**config.mk**
```make
export PLATFORM = sky130hd
export DESIGN_NAME = hpm_event_counters
export DESIGN_NICKNAME = d
export VERILOG_FILES = /design/src/rtl/hpm_event_counters.sv
export SDC_FILE = /design/constraint.sdc
export NUM_CORES = 1
export LEC_CHECK = 0
export CAP_MARGIN = 40
export CORE_UTILIZATION = 64
export DETAILED_ROUTE_END_ITERATION = 16
export DONT_BUFFER_PORTS = 1
export GPL_TIMING_DRIVEN = 0
export PLACE_DENSITY = 0.83
export SYNTH_ARGS = -nofsm -noshare
export SYNTH_HDL_FRONTEND = slang
export SYNTH_SLANG_ARGS = --single-unit
```
**constraint.sdc**
```tcl
create_clock -name clk_i -period 6.75 [get_ports clk_i]
set_input_delay 1.0125 -clock clk_i [delete_from_list [all_inputs] [get_ports clk_i]]
set_output_delay 1.0125 -clock clk_i [all_outputs]
set_load 0.1 [all_outputs]
```
**src/rtl/hpm_event_counters.sv**
```systemverilog
// -----------------------------------------------------------------------------
// hpm_event_counters
//
// Hardware performance-monitor counter bank. Each of NR_COUNTERS counters is
// bound at run time to one of NR_EVENTS event inputs through a writable
// selector. Every event supplies a multi-bit increment per cycle. Each counter
// has an inhibit bit, a sticky overflow flag, and an overflow interrupt enable.
// Software reaches the bank through an SRAM-like port with combinational reads.
//
// Register map (all other addresses read 0 and ignore writes):
//   0x00+i : counter i
//   0x10+i : event selector i (0 = idle, 1..NR_EVENTS = event s-1, else idle)
//   0x20   : inhibit mask
//   0x21   : overflow status, write-1-to-clear
//   0x22   : overflow interrupt enable
//
// Ports:
//   clk_i         clock
//   rst_ni        asynchronous active-low reset
//   debug_mode_i  freezes all counters while high
//   addr_i        register address
//   we_i          write enable
//   data_i        write data (low bits used)
//   data_o        read data, zero-extended, combinational
//   event_i       per-cycle increment for each event
//   ovf_irq_o     OR of enabled overflow flags
// -----------------------------------------------------------------------------
module hpm_event_counters #(
    parameter int NR_COUNTERS = 4,
    parameter int NR_EVENTS   = 16,
    parameter int CNT_WIDTH   = 64,
    parameter int INC_WIDTH   = 2
) (
    input  logic                                clk_i,
    input  logic                                rst_ni,
    input  logic                                debug_mode_i,
    input  logic [5:0]                          addr_i,
    input  logic                                we_i,
    input  logic [63:0]                         data_i,
    output logic [63:0]                         data_o,
    input  logic [NR_EVENTS-1:0][INC_WIDTH-1:0] event_i,
    output logic                                ovf_irq_o
);

    localparam int SEL_W = $clog2(NR_EVENTS + 1);
    localparam int SUM_W = CNT_WIDTH + 1;

    localparam logic [5:0] ADDR_INHIBIT = 6'h20;
    localparam logic [5:0] ADDR_OVF     = 6'h21;
    localparam logic [5:0] ADDR_OVF_EN  = 6'h22;

    logic [CNT_WIDTH-1:0]   cnt_q     [NR_COUNTERS];
    logic [CNT_WIDTH-1:0]   cnt_d     [NR_COUNTERS];
    logic [SEL_W-1:0]       sel_q     [NR_COUNTERS];
    logic [SEL_W-1:0]       sel_d     [NR_COUNTERS];
    logic [NR_COUNTERS-1:0] inhibit_q, inhibit_d;
    logic [NR_COUNTERS-1:0] ovf_q,     ovf_d;
    logic [NR_COUNTERS-1:0] ovf_en_q,  ovf_en_d;

    logic [INC_WIDTH-1:0]   inc       [NR_COUNTERS];
    logic [NR_COUNTERS-1:0] sel_valid;
    logic [NR_COUNTERS-1:0] count_en;
    logic [SUM_W-1:0]       sum       [NR_COUNTERS];
    logic [NR_COUNTERS-1:0] ovf_set;

    // Event routing. The selector is compared against every legal code, so
    // out-of-range selector values simply match nothing and leave the counter idle.
    always_comb begin
        for (int i = 0; i < NR_COUNTERS; i++) begin
            inc[i]       = '0;
            sel_valid[i] = 1'b0;
            for (int e = 0; e < NR_EVENTS; e++) begin
                if (sel_q[i] == SEL_W'(e + 1)) begin
                    inc[i]       = event_i[e];
                    sel_valid[i] = 1'b1;
                end
            end
            count_en[i] = sel_valid[i] & ~debug_mode_i & ~inhibit_q[i];
        end
    end

    // Counter update. The sum is one bit wider than the counter so the carry
    // out becomes the overflow indication. A software write to the counter
    // takes priority and suppresses both the increment and the overflow.
    always_comb begin
        ovf_set = '0;
        for (int i = 0; i < NR_COUNTERS; i++) begin
            sum[i]   = {1'b0, cnt_q[i]} + SUM_W'(inc[i]);
            cnt_d[i] = cnt_q[i];
            if (we_i && (addr_i == 6'(i))) begin
                cnt_d[i] = data_i[CNT_WIDTH-1:0];
            end else if (count_en[i]) begin
                cnt_d[i]   = sum[i][CNT_WIDTH-1:0];
                ovf_set[i] = sum[i][CNT_WIDTH];
            end
        end
    end

    // Configuration and status registers. The overflow clear is applied
    // before the new overflow set, so a fresh overflow survives a W1C in the
    // same cycle.
    always_comb begin
        for (int i = 0; i < NR_COUNTERS; i++) begin
            sel_d[i] = sel_q[i];
            if (we_i && (addr_i == 6'(16 + i))) begin
                sel_d[i] = data_i[SEL_W-1:0];
            end
        end
        inhibit_d = inhibit_q;
        ovf_en_d  = ovf_en_q;
        ovf_d     = ovf_q;
        if (we_i && (addr_i == ADDR_INHIBIT)) begin
            inhibit_d = data_i[NR_COUNTERS-1:0];
        end
        if (we_i && (addr_i == ADDR_OVF_EN)) begin
            ovf_en_d = data_i[NR_COUNTERS-1:0];
        end
        if (we_i && (addr_i == ADDR_OVF)) begin
            ovf_d = ovf_q & ~data_i[NR_COUNTERS-1:0];
        end
        ovf_d = ovf_d | ovf_set;
    end

    always_ff @(posedge clk_i or negedge rst_ni) begin
        if (!rst_ni) begin
            for (int i = 0; i < NR_COUNTERS; i++) begin
                cnt_q[i] <= '0;
                sel_q[i] <= '0;
            end
            inhibit_q <= '0;
            ovf_q     <= '0;
            ovf_en_q  <= '0;
        end else begin
            for (int i = 0; i < NR_COUNTERS; i++) begin
                cnt_q[i] <= cnt_d[i];
                sel_q[i] <= sel_d[i];
            end
            inhibit_q <= inhibit_d;
            ovf_q     <= ovf_d;
            ovf_en_q  <= ovf_en_d;
        end
    end

    // Read mux: zero-extended register contents, pre-write values in a
    // write cycle since it looks only at the current register state.
    always_comb begin
        data_o = '0;
        for (int i = 0; i < NR_COUNTERS; i++) begin
            if (addr_i == 6'(i)) begin
                data_o[CNT_WIDTH-1:0] = cnt_q[i];
            end
            if (addr_i == 6'(16 + i)) begin
                data_o[SEL_W-1:0] = sel_q[i];
            end
        end
        case (addr_i)
            ADDR_INHIBIT: data_o[NR_COUNTERS-1:0] = inhibit_q;
            ADDR_OVF:     data_o[NR_COUNTERS-1:0] = ovf_q;
            ADDR_OVF_EN:  data_o[NR_COUNTERS-1:0] = ovf_en_q;
            default:      ;
        endcase
    end

    assign ovf_irq_o = |(ovf_q & ovf_en_q);

endmodule

```
==> metrics.md <==
| Metric | Value |
|---|---|
| Cell Area, Synth | roughly 19000 um2 |
| Reg2reg end | cnt_q[182] |
| Worst path arrival time | 4350 ps |
| Detailed Route Iter0 Violations | 3160 |
| Seq/Total Area, Yosys | 37.9% |
| FF-to-FF path depth | 16 |
| Cell variety after synth | 68 |
| Worst setup SP type | primary input |
| Syn Nets | 2402 |
| Period utilization | approximately four fifths |
| WL/cell | 25.4 um |
| Post-synth EDFFs | 0 |
| Routed vias | 19800 |
| Worst Path Required | 5740 ps |
| PortBufs | 0 |
| Longest Clk Path Bufs | 3 |
| Total CTS buffers | 31 |
| CP max FO | 10 |
| Die Y-Extent | 174 um |
| TNS Setup | 0 ps |
| Largest net degree at the start of global routing | 289 |
| Reg2reg start | sel_q[10] |
| Drt total wl | 71200 um |
| Synth top cells by count | nor2_1, dfrtp_1, a21oi_1 |
| First-pass GRT wire length | 110000 um |
| Most area-consuming cells after synthesis | dfrtp_1, xnor2_1, a21oi_1, nor2_1, nand2_1 |
| CTS Hold Bufs | 0 |
| Leakage | 0.00849 uW |
| Reg2Reg Setup Slack | 1540 ps |
| Outcome | complete, no violations |
| Worst vdd ir | 0.197 mV |
| CTS tree | built |
| H-tree depth | 1 |
| Fin util | roughly 76% |
| Post-synthesis average cell area | 8.33 um2 |
| Ports | about 170 |
| Rel. slew slack | 31.2% |
| Post-CTS setup buffers | 0 |
| Setup crit end | data_o[14] |
| 1st-pass router iterations | 10 |
| Final Critical Period | 5370 ps |
| Cell mode on critical path | clkbuf_1 |
| Top cell type by total area after synthesis | dfrtp_1 |
| Core Region | 28900 um2 |
| Clk_lat worst skew | 590 ps |
| Vias in the first global route | 19200 |
| Area Overhead vs Synth | 15.7% |
| Die Width | about 170 um |
| Top cell type's share of synthesized area | around 38% |
| Slew at the pin closest to its max-slew limit | 1030 ps |
| Final Hold Fails | 0 |
| Post-synthesis cell count | 2284 |
| Clock Sinks | around 290 |
| Cells along the critical path | clkbuf_1, or3_1, nor4_1, clkbuf_1, clkbuf_1, a222oi_1, nand2_1, buf_8 |
| Top-count cell post-synth | nor2_1 |
| CTS root buffer | clkbuf_16 |
| WS Path Type | primary input to output pin |
| Routability cong. | 0.994 |
| Footprint of the multi-input gates | 11200 um2 |
| Power Density | 250 nW/um2 |
| Initial antenna violation count | 1 |
| GRT Util Overall | between 40% and 50% |
| Setup crit start | addr_i[0] |
| Total grt overflow | 0 |
| Flop and latch count out of synthesis | 288 |
| Vias per cell | 7.08 |
| Asr flop ratio synth | 100% |
| Routed Antenna Nets | 0 |
| FMAX | 186 MHz |
| Drc violations | 0 |
| DP Wirelength | 51500 um |
| Ys flop type | dfrtp_1 |
| Fillcell total | 2006 |
| RSZ-0062 raised after global routing | no |
| CP max stage cell | clkbuf_1 |
| Std-Cell Rows | 62 |
| Crit end category | output pin |
| Clk_skew | 20.6 ps |
| HP Class | primary input to asynchronous set/reset pin |
| Starting density of the core | 65.8% |
| Post_cts resized | 0 |
| Max-Cap Viols | 0 |
| Slew Viols, Final | 0 |
| Layout cell share with drive strength beyond 1 | 11.2% |
| Clk slew on worst S/H paths | 60 ps |
| Die area | 30400 um2 |
| Reg area | 7210 um2 |
| Final nets | roughly 2500 |
| Final setup viols | 0 |
| Worst path max stage delay | just over 800 ps |
| Yosys Warn Count | 0 |
-- how the worst min path moves through the flow --
stage | end | from | slack, ps | depth (start not counted)
3_5_place_dp | ovf_q[2] | ovf_q[2] | 520 | 2
2_1_floorplan | ovf_q[2] | ovf_q[2] | 460 | 2
5_1_grt | sel_q[18] | rst_ni | 130 | 0
4_1_cts | sel_q[17] | rst_ni | 140 | 0
3_3_place_gp | ovf_q[2] | ovf_q[2] | 500 | 2
6_report | sel_q[18] | rst_ni | 140 | 0
-- power by group --
group,internal (uW),switching [uW]
logic,536,643
clock network,1010,768
registers,2060,483
-- per-stage QoR --
step	area [um2]	worst slack (ps)	instances	total power, uW	hold slack [ps]
global route	22000	1380	2801	5690	132
finish	22000	1380	2802	5510	141
floorplan	19000	1140	2284	3280	459
global placement	19500	38.5	2668	3550	502
CTS	22000	1670	2800	5440	136
detailed placement	20900	1680	2742	3680	517
-- area by class of cell --
type                            instances  area share, %
Timing Repair Buffer                   74           5.75
Sequential cell                       288           32.7
Antenna cell                            2         0.0227
Clock buffer                           43           4.09
Inverter                               50          0.853
Multi-Input combinational cell       1793           50.8
Tap cell                              384           2.18
Buffer                                153           2.79
Clock inverter                         15          0.722
-- placed cells by master, fill, tap and decap left out, types with 46 or more instances in the layout --
master    count
a21oi_1     214
a222oi_1     63
buf_8        54
clkbuf_1    128
dfrtp_1     288
inv_1        50
mux2_2       46
nand2_1     220
nand3_1     102
nand4_1      70
nor2_1      318
nor3_1       80
o21ai_0      79
xnor2_1     157
xor2_1       87
-- cells by family (layout without fill, tap and decap cells) --
group / count (synthesis) / in the layout / synth area share, %
xor+xnor: 244 / 244 / 11.2
flops: 288 / 288 / 37.9
other cells: 0 / 2 / 0
compound gates: 486 / 486 / 15.6
mux: 75 / 75 / 4.77
fa+ha+maj: 12 / 12 / 0.947
simple gates: 976 / 976 / 25.3
buf+inv: 203 / 335 / 4.21
-- critical path: cells and delay by family --
| kind | cells | cell delay (ps) |
|---|---|---|
| buffers and inverters | 4 | 1940 |
| AND/OR/NAND/NOR | 3 | 1050 |
| AO/OA/AOI/OAI | 1 | 320 |
-- metal layers --
metal / vias up / global-route usage [%] / share of wire [%]
met5: - / 0 / 0
met4: 0 / 24.7 / 6.0
met3: 327 / 14.2 / 15
met2: 1589 / 69.4 / 43
met1: 9511 / 61.0 / 36
li1: 8415 / - / -
-- registers in the layout, indices dropped and copies added, names as in the netlist --
name	cells
inhibit_q	4
ovf_q	4
sel_q	20
ovf_en_q	4
cnt_q	256
Power figures use the tool's default switching activity.
